===== src/rtl/urt_rx_pkg.sv =====
// ---------------------------------------------------------------------------
// urt_rx_pkg
// Shared definitions for the UART RX sequencer: the frame state encoding,
// the legal oversampling ratios, the data-bit count and helpers that derive
// the in-bit sample and check positions from the latched prescale.
// ---------------------------------------------------------------------------
package urt_rx_pkg;

  typedef enum logic [2:0] {
    IDLE   = 3'd0,
    START  = 3'd1,
    DATA   = 3'd2,
    PARITY = 3'd3,
    STOP   = 3'd4
  } rx_state_e;

  localparam int PRESC_W = 6;

  localparam logic [PRESC_W-1:0] PRESC_8  = 6'd8;
  localparam logic [PRESC_W-1:0] PRESC_16 = 6'd16;
  localparam logic [PRESC_W-1:0] PRESC_32 = 6'd32;

  localparam logic [3:0] DATA_BITS = 4'd8;

  // Middle of the bit: the sampler votes at SAMP-1, SAMP, SAMP+1.
  function automatic logic [PRESC_W-1:0] samp_of(input logic [PRESC_W-1:0] p);
    return {1'b0, p[PRESC_W-1:1]};
  endfunction

  // Checks fire two edges after the middle so the vote has settled.
  function automatic logic [PRESC_W-1:0] chk_of(input logic [PRESC_W-1:0] p);
    return samp_of(p) + 6'd2;
  endfunction

  function automatic logic presc_legal(input logic [PRESC_W-1:0] p);
    return (p == PRESC_8) || (p == PRESC_16) || (p == PRESC_32);
  endfunction

endpackage


===== src/rtl/urt_rx_edge_bit_cnt.sv =====
// ---------------------------------------------------------------------------
// urt_rx_edge_bit_cnt
// Edge counter (position inside a bit, 0..prescale-1) and bit counter
// (bit index in the frame). The bit counter advances when the edge counter
// wraps. All state decode lives in the FSM.
//
// Ports:
//   CLK_CNT    clock
//   RST_CNT    synchronous active-high reset
//   cnt_en     count this cycle
//   cnt_clr    force both counters to zero (wins over cnt_en)
//   prescale   latched oversampling ratio
//   edge_cnt   position inside the current bit
//   bit_cnt    bit index within the frame
//   last_edge  edge_cnt is at prescale-1 (wrap point)
// ---------------------------------------------------------------------------
module urt_rx_edge_bit_cnt #(
  parameter int CNT_W = 6
) (
  input  logic             CLK_CNT,
  input  logic             RST_CNT,
  input  logic             cnt_en,
  input  logic             cnt_clr,
  input  logic [CNT_W-1:0] prescale,
  output logic [CNT_W-1:0] edge_cnt,
  output logic [3:0]       bit_cnt,
  output logic             last_edge
);

  localparam logic [CNT_W-1:0] CNT_ZERO = {CNT_W{1'b0}};
  localparam logic [CNT_W-1:0] CNT_ONE  = {{(CNT_W-1){1'b0}}, 1'b1};

  logic [CNT_W-1:0] edge_cnt_r;
  logic [3:0]       bit_cnt_r;

  assign last_edge = (edge_cnt_r == (prescale - CNT_ONE));
  assign edge_cnt  = edge_cnt_r;
  assign bit_cnt   = bit_cnt_r;

  // Edge/bit counter pair with clear priority over counting.
  always_ff @(posedge CLK_CNT) begin
    if (RST_CNT) begin
      edge_cnt_r <= CNT_ZERO;
      bit_cnt_r  <= 4'd0;
    end else if (cnt_clr) begin
      edge_cnt_r <= CNT_ZERO;
      bit_cnt_r  <= 4'd0;
    end else if (cnt_en) begin
      if (last_edge) begin
        edge_cnt_r <= CNT_ZERO;
        bit_cnt_r  <= bit_cnt_r + 4'd1;
      end else begin
        edge_cnt_r <= edge_cnt_r + CNT_ONE;
      end
    end
  end

endmodule


===== src/rtl/urt_rx_fsm.sv =====
// ---------------------------------------------------------------------------
// urt_rx_fsm
// UART RX sequencer. Detects the start edge, runs the oversampling edge and
// bit counters, fires single-cycle enables to the sampler, deserializer and
// start/parity/stop checkers, and ends each frame with a data_valid or a
// frame_err pulse. STOP is left early (one edge after its check) so a start
// edge immediately following the stop bit is not missed.
//
// Ports:
//   CLK_FSM, RST_FSM        clock, synchronous active-high reset
//   RX_IN_FSM               synchronized serial line (idle high)
//   PAR_EN_FSM              frame carries a parity bit (latched at start)
//   PRESCALE_FSM            oversampling ratio 8/16/32 (latched at start)
//   strt_glitch_FSM         start checker failure (registered)
//   par_err_FSM             parity checker error (registered)
//   stp_err_FSM             stop checker error (registered)
//   edge_cnt_FSM            position inside current bit
//   bit_cnt_FSM             bit index: start=0, data=1..8, parity=9
//   dat_samp_en_FSM         sampler enable, high outside IDLE
//   deser_en_FSM            shift pulse per data bit
//   strt_chk_en_FSM         start-check pulse
//   par_chk_en_FSM          parity-check pulse
//   stp_chk_en_FSM          stop-check pulse
//   data_valid_FSM          frame accepted pulse
//   frame_err_FSM           frame rejected pulse
// ---------------------------------------------------------------------------
module urt_rx_fsm
  import urt_rx_pkg::*;
#(
  parameter logic [PRESC_W-1:0] DEF_PRESCALE = 6'd8,
  parameter int                 CNT_W        = 6
) (
  input  logic             CLK_FSM,
  input  logic             RST_FSM,
  input  logic             RX_IN_FSM,
  input  logic             PAR_EN_FSM,
  input  logic [5:0]       PRESCALE_FSM,
  input  logic             strt_glitch_FSM,
  input  logic             par_err_FSM,
  input  logic             stp_err_FSM,
  output logic [CNT_W-1:0] edge_cnt_FSM,
  output logic [3:0]       bit_cnt_FSM,
  output logic             dat_samp_en_FSM,
  output logic             deser_en_FSM,
  output logic             strt_chk_en_FSM,
  output logic             par_chk_en_FSM,
  output logic             stp_chk_en_FSM,
  output logic             data_valid_FSM,
  output logic             frame_err_FSM
);

  localparam logic [CNT_W-1:0] CNT_ONE = {{(CNT_W-1){1'b0}}, 1'b1};

  rx_state_e          state_r;
  rx_state_e          next_state_s;
  logic [PRESC_W-1:0] presc_r;
  logic               par_en_r;
  logic [PRESC_W-1:0] presc_sel_s;

  logic [CNT_W-1:0]   edge_s;
  logic [3:0]         bit_s;
  logic               last_edge_s;
  logic               cnt_en_s;
  logic               cnt_clr_s;

  logic [CNT_W-1:0]   presc_cnt_s;
  logic [CNT_W-1:0]   chk_s;
  logic               pre_chk_s;
  logic               stop_exit_s;
  logic               frame_bad_s;

  logic dat_samp_en_r, deser_en_r, strt_chk_en_r, par_chk_en_r, stp_chk_en_r;
  logic data_valid_r, frame_err_r;

  assign presc_sel_s = presc_legal(PRESCALE_FSM) ? PRESCALE_FSM : DEF_PRESCALE;
  assign presc_cnt_s = CNT_W'(presc_r);
  assign chk_s       = CNT_W'(chk_of(presc_r));

  // Enables are registered, so decode one edge ahead; the state cannot change
  // between CHK-1 and CHK because transitions only happen at CHK+1 or P-1.
  assign pre_chk_s   = (edge_s == (chk_s - CNT_ONE));
  assign stop_exit_s = (state_r == STOP) && (edge_s == (chk_s + CNT_ONE));
  assign frame_bad_s = stp_err_FSM | (par_en_r & par_err_FSM);

  assign cnt_en_s  = (state_r != IDLE);
  assign cnt_clr_s = (state_r == IDLE) || (next_state_s == IDLE);

  urt_rx_edge_bit_cnt #(
    .CNT_W (CNT_W)
  ) u_cnt (
    .CLK_CNT   (CLK_FSM),
    .RST_CNT   (RST_FSM),
    .cnt_en    (cnt_en_s),
    .cnt_clr   (cnt_clr_s),
    .prescale  (presc_cnt_s),
    .edge_cnt  (edge_s),
    .bit_cnt   (bit_s),
    .last_edge (last_edge_s)
  );

  // Next-state decode for the frame sequencer.
  always_comb begin
    next_state_s = state_r;
    case (state_r)
      IDLE: begin
        if (!RX_IN_FSM) begin
          next_state_s = START;
        end else begin
          next_state_s = IDLE;
        end
      end
      START: begin
        if (last_edge_s) begin
          next_state_s = strt_glitch_FSM ? IDLE : DATA;
        end else begin
          next_state_s = START;
        end
      end
      DATA: begin
        if (last_edge_s && (bit_s == DATA_BITS)) begin
          next_state_s = par_en_r ? PARITY : STOP;
        end else begin
          next_state_s = DATA;
        end
      end
      PARITY: begin
        if (last_edge_s) begin
          next_state_s = STOP;
        end else begin
          next_state_s = PARITY;
        end
      end
      STOP: begin
        if (stop_exit_s) begin
          next_state_s = IDLE;
        end else begin
          next_state_s = STOP;
        end
      end
      default: begin
        next_state_s = IDLE;
      end
    endcase
  end

  // State, latched frame config and registered enables/pulses.
  always_ff @(posedge CLK_FSM) begin
    if (RST_FSM) begin
      state_r       <= IDLE;
      presc_r       <= DEF_PRESCALE;
      par_en_r      <= 1'b0;
      dat_samp_en_r <= 1'b0;
      deser_en_r    <= 1'b0;
      strt_chk_en_r <= 1'b0;
      par_chk_en_r  <= 1'b0;
      stp_chk_en_r  <= 1'b0;
      data_valid_r  <= 1'b0;
      frame_err_r   <= 1'b0;
    end else begin
      state_r <= next_state_s;
      if ((state_r == IDLE) && (next_state_s == START)) begin
        presc_r  <= presc_sel_s;
        par_en_r <= PAR_EN_FSM;
      end
      dat_samp_en_r <= (next_state_s != IDLE);
      strt_chk_en_r <= (state_r == START)  && pre_chk_s;
      deser_en_r    <= (state_r == DATA)   && pre_chk_s;
      par_chk_en_r  <= (state_r == PARITY) && pre_chk_s;
      stp_chk_en_r  <= (state_r == STOP)   && pre_chk_s;
      data_valid_r  <= stop_exit_s && !frame_bad_s;
      frame_err_r   <= stop_exit_s && frame_bad_s;
    end
  end

  assign edge_cnt_FSM    = edge_s;
  assign bit_cnt_FSM     = bit_s;
  assign dat_samp_en_FSM = dat_samp_en_r;
  assign deser_en_FSM    = deser_en_r;
  assign strt_chk_en_FSM = strt_chk_en_r;
  assign par_chk_en_FSM  = par_chk_en_r;
  assign stp_chk_en_FSM  = stp_chk_en_r;
  assign data_valid_FSM  = data_valid_r;
  assign frame_err_FSM   = frame_err_r;

endmodule


===== config.mk =====
export PLATFORM = sky130hd
export DESIGN_NAME = urt_rx_fsm
export DESIGN_NICKNAME = d
export VERILOG_FILES = /design/src/rtl/urt_rx_pkg.sv /design/src/rtl/urt_rx_edge_bit_cnt.sv /design/src/rtl/urt_rx_fsm.sv
export SDC_FILE = /design/constraint.sdc
export NUM_CORES = 1
export LEC_CHECK = 0
export CAP_MARGIN = 30
export CORE_MARGIN = 2
export CORE_UTILIZATION = 56
export DETAILED_ROUTE_END_ITERATION = 6
export GPL_ROUTABILITY_DRIVEN = 0
export PLACE_DENSITY = 0.81
export SETUP_SLACK_MARGIN = 0.1
export SLEW_MARGIN = 40
export SYNTH_ARGS = -nofsm -noshare
export SYNTH_HDL_FRONTEND = slang
export SYNTH_HIERARCHICAL = 1
export SYNTH_SLANG_ARGS = --single-unit
export TNS_END_PERCENT = 20

===== constraint.sdc =====
create_clock -name CLK_FSM -period 7.9 [get_ports CLK_FSM]
set_input_delay 0.79 -clock CLK_FSM [delete_from_list [all_inputs] [get_ports CLK_FSM]]
set_output_delay 0.79 -clock CLK_FSM [all_outputs]
set_load 0.05 [all_outputs]

==> impl_metrics.toml, run 1 <==
[status]
status = "complete, no violations"

[sta]
period_share_pct = 50.8
fin_setup_tns_ns = 0
drv_slew = 0
holdWs_ns = 0.557
rsz0062_at_grt = "no"
relSlewSlack_pct = 61.6
finalHoldViolCount = 0
setup_viol = 0
fmax_ghz = 0.249
period_needed_ns = 4.01
clock_skew_ns = 0.0137
worst_pin_slew_ns = 0.574

[power_and_ir_drop]
power_leakage_nw = 0.705
ir_drop_uv = 58.6
powerDensity_mw_per_mm2 = 108

[critical_path]
critPathCaptureType = "flop"
critPathArrivalTime_ns = 4.28
rrSetupSlack_ns = 3.89
crit_required_ns = 8.17
path_class = "reg -> reg"
cp-start-kind = "flop"
crit_path_max_fanout = 12

[route]
avgViaCountPerCell = 5.95
dr.max_layer_used = "met4"
finalWirelength_um = 3850
vias = 1542
wl_met2_um = 1940
drc = 0
drt_iter0_markers = 71
wl_per_cell_um = 14.9
first_pass_iters = 4
m1WireLength_um = 1750
dr_wl_met3_um = 149
final_antenna_net_count = 0

[clock_network]
cts.reportedPaths.clkPinSlew_ns = 0.15
cts_tree = "yes"
htreeDepth = 1
cts_root_buffer = "clkbuf_4"
clkSinkCount = 27
worstSkewPairLatency_ns = 0.32
cts.repair.resized = 0
cts_made_buffers = 3
postCtsHoldBufs = 0
cts_max_path_buffers = 2
postCtsSetupRepairBufs = 0

[global_route]
grt_start_max_net_pins = 20
overflow = 0
grt_usage_pct = 23.3
grt_pass1_vias = 1451
grt_pass1_wl_um = 6300
antenna_found_initial = 0

[synthesis]
syn_avg_cell_area_um2 = 8.72
syn-cell-area_mm2 = 0.00172
synth_largest_area_cell = "dfxtp_1"
ys_types = 48
synthFlopType = "dfxtp_1"
synth_edf_count = 0
synth_area_leaders = "dfxtp_1 31%, xor2_1 7.1%, ha_1 5.8%"
synth_fp_nets = 218
synthArstFlopShare_pct = 0
synth_top_area_share_pct = 31.5
synth.most_common_cell = "dfxtp_1"
netlist_instances = 197
yosys_warnings = 6
synth-seq-cells = 27
synthTopCellsByCount = "27 x dfxtp_1, 16 x nor2_1, 14 x xor2_1"
ys_seq_area_share_pct = 31.5

[finish]
fill_cells = 243
drive_gt1_share_pct = 7.08
final_util_pct = 69.2
syn2layout_area_growth_pct = 20.0
num_antenna_cells = 0
layout.nets = 248

[floorplanning]
dieArea_mm2 = 0.00353
die_height_um = 59.4
io_pins = 30
die_w_um = 59.4
rows = 20
core_mm2 = 0.00298
initial_core_util_pct = 57.7

[placement]
port_buffers = 29
hpwl_um = 3000

[job]
cap_violations = 0

[min_path]
hold_path.class = "reg -> reg"
through the flow:
step	cell area (um^2)	cells	total power [W]	worst slack (ns)
6_report	2060	259	0.000222	3.89
5_1_grt	2060	259	0.000232	3.65
4_1_cts	2060	259	0.000224	3.95
3_5_place_dp	2030	255	0.000166	3.98
3_3_place_gp	2030	255	0.000166	4.20
2_1_floorplan	1720	197	0.000156	4.37
layer usage:
| metal | vias up | global-route usage (%) |
|---|---|---|
| met2 | 43 | 41.6 |
| met4 | 0 | 3.90 |
| li1 | 776 | - |
| met5 | - | 0 |
| met3 | 2 | 2.84 |
| met1 | 721 | 30.2 |
worst max-delay path, stage by stage (launching register included):
cell      delay (ns)
dfxtp_1         0.53
inv_1           0.09
ha_1            0.24
nand2b_1        0.17
o211a_1         0.15
o31a_4          0.33
nor4b_4         0.51
or3b_2          0.50
a21oi_1         0.18
a211oi_1        0.09
nor2_1          0.10
a311oi_1        0.06
nor2_1          0.40
o21ai_0         0.18
a31oi_1         0.17
o21ai_0         0.11
a21oi_1         0.13
cell usage in the layout, fill, tap and decap left out, drive strengths merged, types with 3 or more instances in the layout:
master	n
a211oi	4
xor2	15
a31oi	3
a21oi	12
clkbuf	3
inv	9
nand4b	3
xnor2	9
or4	3
nor3	7
or3	3
o31ai	3
nor4	4
dfxtp	27
ha	8
nand4	4
nand3	11
nand2	7
nand2b	6
o21ai	13
and3	3
nand3b	4
clkdlybuf4s50	29
nor2	16
flip-flops by register name (all words and copies together), names as in the netlist:
name             count
stp_chk_en_FSM       1
data_valid_FSM       1
strt_chk_en_FSM      1
frame_err_FSM        1
state_r              3
par_en_r             1
par_chk_en_FSM       1
dat_samp_en_FSM      1
presc_cnt_s          6
u_cnt/bit_cnt        4
u_cnt/edge_cnt       6
deser_en_FSM         1
power breakdown:
part           total [W]  internal [W]  leakage (nW)  switching (W)
sequential      0.000140      0.000138         0.218     0.00000201
combinational  0.0000238     0.0000108         0.473      0.0000130
clock          0.0000587     0.0000193        0.0139      0.0000394
total           0.000222      0.000168         0.705      0.0000544
cell families (layout without fill, tap and decap cells):
family | count (synthesis) | count (layout) | synth area share [%]
AND/OR/NAND/NOR | 81 | 81 | 30.5
AO/OA/AOI/OAI | 43 | 43 | 16.0
XOR/XNOR | 24 | 24 | 12.7
buffers and inverters | 13 | 42 | 2.99
multiplexers | 1 | 1 | 0.583
flip-flops | 27 | 27 | 31.5
adder cells (fa/ha/maj) | 8 | 8 | 5.83
worst paths after layout:
| check | startpoint | endpoint | depth (start not counted) |
|---|---|---|---|
| max | presc_cnt_s[1]$_SDFFE_PP0P_ | u_cnt/edge_cnt[2]$_SDFFE_PP0P_ | 16 |
| min | presc_cnt_s[0]$_SDFFE_PP0P_ | presc_cnt_s[0]$_SDFFE_PP0P_ | 1 |
| max reg2reg | presc_cnt_s[1]$_SDFFE_PP0P_ | u_cnt/edge_cnt[2]$_SDFFE_PP0P_ | 16 |
| min reg2reg | presc_cnt_s[0]$_SDFFE_PP0P_ | presc_cnt_s[0]$_SDFFE_PP0P_ | 1 |
final cells by class:
class	instances	area [um^2]	share of cell area (%)
Clock inverter	1	7.51	0.364
Multi-Input combinational cell	157	1130	54.6
Clock buffer	3	22.5	1.09
Sequential cell	27	541	26.2
Timing Repair Buffer	29	290	14.1
Tap cell	33	41.3	2.00
Inverter	9	33.8	1.64
Power figures use the tool's default switching activity.
==> run 2: changes to the inputs <==
- CORE_UTILIZATION: 56 -> 47
- PLACE_DENSITY: 0.81 -> 0.72
- clock period: 7.9 -> 3.55 ns (I/O delays scaled with it)
==> impl_metrics.toml, run 2 (same netlist as run 1, synthesis figures left out) <==
[power_and_ir_drop]
ir_drop_uv = 178
power.total_w = 0.000508
power_leakage_nw = 0.757
powerDensity_mw_per_mm2 = 234

[floorplanning]
io_pins = 30
initial_core_util_pct = 50.3
dieArea_mm2 = 0.00415
core_mm2 = 0.00342
rows = 21
die_height_um = 64.5
die_w_um = 64.5

[critical_path]
path_class = "reg -> reg"
crit_path_max_fanout = 9
crit_required_ns = 3.82
cp-start-kind = "flop"
critPathCaptureType = "flop"
critPathArrivalTime_ns = 3.54

[global_route]
use_met2_pct = 35.8
grt_pass1_vias = 1552
grt_usage_pct = 20.5
busiest_layer = "met2"
grt_pass1_wl_um = 6810
met3_usage_pct = 2.26
use_met1_pct = 25.4
grt_start_max_net_pins = 20
overflow = 0
antenna_found_initial = 0

[route]
wl_per_cell_um = 14.7
vias = 1590
final_antenna_net_count = 0
drc = 0
drt_iter0_markers = 52
finalWirelength_um = 4130
avgViaCountPerCell = 5.66
first_pass_iters = 4

[sta]
period_share_pct = 92.1
fin_setup_tns_ns = 0
period_needed_ns = 3.27
setup_viol = 0
drv_slew = 0
rsz0062_at_grt = "no"
clock_skew_ns = 0.00851
relSlewSlack_pct = 55.5
finalHoldViolCount = 0
fmax_ghz = 0.306
worst_pin_slew_ns = 0.665
holdWs_ns = 0.528

[clock_network]
clkSinkCount = 27
cts_root_buffer = "clkbuf_4"
cts_max_path_buffers = 2
cts_tree = "yes"
worstSkewPairLatency_ns = 0.34
cts.reportedPaths.clkPinSlew_ns = 0.15
cts_made_buffers = 3
htreeDepth = 1

[finish]
mostFrequentLayoutCells = "29 x clkdlybuf4s50_1, 23 x dfxtp_1, 15 x nor2_1, 14 x xor2_1, 12 x o21ai_0"
syn2layout_area_growth_pct = 26.1
num_antenna_cells = 0
final_area_mm2 = 0.00217
drive_gt1_share_pct = 13.6
stdcell_count = 281
layout_commonest_cell = "clkdlybuf4s50_1"
layout.nets = 257

[min_path]
hold_path.class = "reg -> reg"

[placement]
placed_cell_area_mm2 = 0.00209
port_buffers = 29
hpwl_um = 3080
dp_cells = 273

[job]
cap_violations = 0

[status]
status = "complete, no violations"
-- run 2: critical path, cell delays in order, from the launching register on --
cell      delay, ns
dfxtp_4        0.37
inv_1          0.05
ha_1           0.24
nand2b_1       0.18
o211a_1        0.14
o31a_4         0.32
nor4b_4        0.28
or3b_2         0.48
a21oi_2        0.16
a211oi_1       0.08
nor2_1         0.14
a311oi_2       0.07
nor2_2         0.20
buf_4          0.17
nand3b_1       0.08
o21ai_0        0.22
-- run 2: through the flow --
stage,utilization [%],setup slack (ns)
after floorplan,-,0.174
after global placement,61.2,0.289
after detailed placement,61.2,0.114
after CTS,62.5,0.154
after global routing,63.4,0.0969
final,63.4,0.279
-- run 2: final timing paths --
kind	endpoint	slack, ns	start	cells after the start
setup / recovery	u_cnt/edge_cnt[0]$_SDFFE_PP0P_	0.28	presc_cnt_s[0]$_SDFFE_PP0P_	15
hold / removal	u_cnt/bit_cnt[2]$_SDFFE_PP0P_	0.53	u_cnt/bit_cnt[2]$_SDFFE_PP0P_	2
setup reg to reg	u_cnt/edge_cnt[0]$_SDFFE_PP0P_	0.28	presc_cnt_s[0]$_SDFFE_PP0P_	15
hold reg to reg	u_cnt/bit_cnt[2]$_SDFFE_PP0P_	0.53	u_cnt/bit_cnt[2]$_SDFFE_PP0P_	2
-- run 2: cell type report --
| cell class | instances | area [um^2] |
|---|---|---|
| Inverter | 9 | 33.8 |
| Timing Repair Buffer | 38 | 358 |
| Multi-Input combinational cell | 157 | 1140 |
| Sequential cell | 27 | 548 |
| Clock buffer | 3 | 22.5 |
| Clock inverter | 1 | 7.51 |
| Fill cell | 286 | 1250 |
| Tap cell | 46 | 57.6 |
-- run 2: layer usage --
metal / vias to the layer above / part of all wire, %
met5: - / 0
met4: 0 / 1.7
met3: 7 / 3.5
met2: 44 / 49
met1: 751 / 46
li1: 788 / -
-- run 2: power breakdown --
group,internal [W],switching [W]
Clock,0.0000433,0.0000974
Sequential,0.000306,0.00000437
Combinational,0.0000260,0.0000310
Total,0.000375,0.000133
-- run 2: repair_timing --
item                                   CTS  global route
setup endpoints to repair                4             7
hold buffers                             0             0
resized for setup                        1             6
pin swaps                                1             3
endpoints found under the hold margin    0             0
setup buffers                            2             2
==> run 3: changes to the inputs <==
- RECOVER_POWER: default -> 25
==> impl_metrics.toml, run 3 (same netlist as run 1, synthesis figures left out) <==
[status]
status = "complete, no violations"

[finish]
mostFrequentLayoutCells = "23 x dfxtp_1, 20 x clkdlybuf4s50_1, 15 x nor2_1, 14 x xor2_1, 12 x o21ai_0"
layout.nets = 257
syn2layout_area_growth_pct = 26.1
layout_commonest_cell = "dfxtp_1"
drive_gt1_share_pct = 13.6
num_antenna_cells = 0
stdcell_count = 281
fill_cells = 286

[sta]
clock_skew_ns = 0.00796
relSlewSlack_pct = 55.1
worst_pin_slew_ns = 0.672
period_share_pct = 92.1
fmax_ghz = 0.306
fin_setup_tns_ns = 0
period_needed_ns = 3.27
setup_viol = 0
finalHoldViolCount = 0
rsz0062_at_grt = "no"
drv_slew = 0

[floorplanning]
io_pins = 30
rows = 21
die_w_um = 64.5
die_height_um = 64.5
initial_core_util_pct = 50.3
core_mm2 = 0.00342
dieArea_mm2 = 0.00415

[global_route]
grt_start_max_net_pins = 20
grt_usage_pct = 20.5
grt_pass1_wl_um = 6810
grt_pass1_vias = 1552
overflow = 0
antenna_found_initial = 0

[placement]
dp_cells = 273
hpwl_um = 3080
port_buffers = 29

[clock_network]
cts_max_path_buffers = 2
cts_made_buffers = 3
postCtsHoldBufs = 0
clkSinkCount = 27
worstSkewPairLatency_ns = 0.34
cts.reportedPaths.clkPinSlew_ns = 0.15
cts_root_buffer = "clkbuf_4"
htreeDepth = 1
cts_tree = "yes"

[route]
vias = 1583
final_antenna_net_count = 0
finalWirelength_um = 4140
drc = 0
drt_iter0_markers = 63
wl_per_cell_um = 14.7
first_pass_iters = 4
avgViaCountPerCell = 5.63

[power_and_ir_drop]
powerDensity_mw_per_mm2 = 235
power_leakage_nw = 0.787
ir_drop_uv = 178

[critical_path]
crit_required_ns = 3.82
critPathCaptureType = "flop"
crit_path_max_fanout = 9
path_class = "reg -> reg"
critPathArrivalTime_ns = 3.54
cp-start-kind = "flop"

[job]
cap_violations = 0

[min_path]
hold_path.class = "reg -> reg"
run 3: worst paths after layout:
check / start / endpoint / slack (ns) / cells after the start
setup / recovery: presc_cnt_s[0]$_SDFFE_PP0P_ / u_cnt/edge_cnt[0]$_SDFFE_PP0P_ / 0.28 / 15
hold / removal: u_cnt/bit_cnt[2]$_SDFFE_PP0P_ / u_cnt/bit_cnt[2]$_SDFFE_PP0P_ / 0.53 / 2
setup reg to reg: presc_cnt_s[0]$_SDFFE_PP0P_ / u_cnt/edge_cnt[0]$_SDFFE_PP0P_ / 0.28 / 15
hold reg to reg: u_cnt/bit_cnt[2]$_SDFFE_PP0P_ / u_cnt/bit_cnt[2]$_SDFFE_PP0P_ / 0.53 / 2
run 3: area by class of cell:
class	count	area (um^2)	area share (%)
tap	46	57.6	2.66
clock buffer	3	22.5	1.04
inverter	9	33.8	1.56
timing repair buffer	38	358	16.5
clock inverter	1	7.51	0.347
sequential	27	548	25.3
multi-input combinational	157	1140	52.6
run 3: worst max-delay path: stages, from the launching register on:
cell and delay (ns):
dfxtp_4 0.37, inv_1 0.05, ha_1 0.24, nand2b_1 0.18, o211a_1 0.14, o31a_4 0.33
nor4b_4 0.28, or3b_2 0.49, a21oi_2 0.16, a211oi_1 0.08, nor2_1 0.14, a311oi_2 0.07
nor2_2 0.19, buf_4 0.17, nand3b_1 0.08, o21ai_0 0.23
run 3: metal layers:
layer / track usage (%) / up-vias / share of wire, %
met1: 25.4 / 748 / 46
li1: - / 789 / -
met4: 9.04 / 0 / 1.7
met5: 0 / - / 0
met3: 2.26 / 7 / 3.4
met2: 35.8 / 39 / 49
run 3: through the flow:
| step | worst slack (ns) | power, W | hold WS (ns) | utilization [%] | area, um^2 |
|---|---|---|---|---|---|
| after global routing | 0.0969 | 0.000528 | 0.572 | 63.4 | 2170 |
| after CTS | 0.154 | 0.000508 | 0.530 | 62.5 | 2140 |
| after detailed placement | 0.114 | 0.000373 | 0.507 | 61.2 | 2090 |
| final | 0.281 | 0.000508 | 0.527 | 63.4 | 2170 |
| after floorplan | 0.174 | 0.000346 | 0.464 | - | 1720 |
| after global placement | 0.289 | 0.000372 | 0.505 | 61.2 | 2090 |
run 3: repair_timing:
| item | in CTS | in global routing |
|---|---|---|
| hold endpoints to repair | 0 | 0 |
| cloned | 0 | 0 |
| pin swaps | 1 | 3 |
| resized for setup | 1 | 6 |
| setup endpoints to repair | 4 | 7 |
| buffers inserted | 2 | 2 |
run 3: power breakdown:
group          switching, W  internal [W]  leakage (nW)
clock network     0.0000978     0.0000433        0.0139
logic             0.0000311     0.0000257         0.553
registers        0.00000433      0.000306         0.221
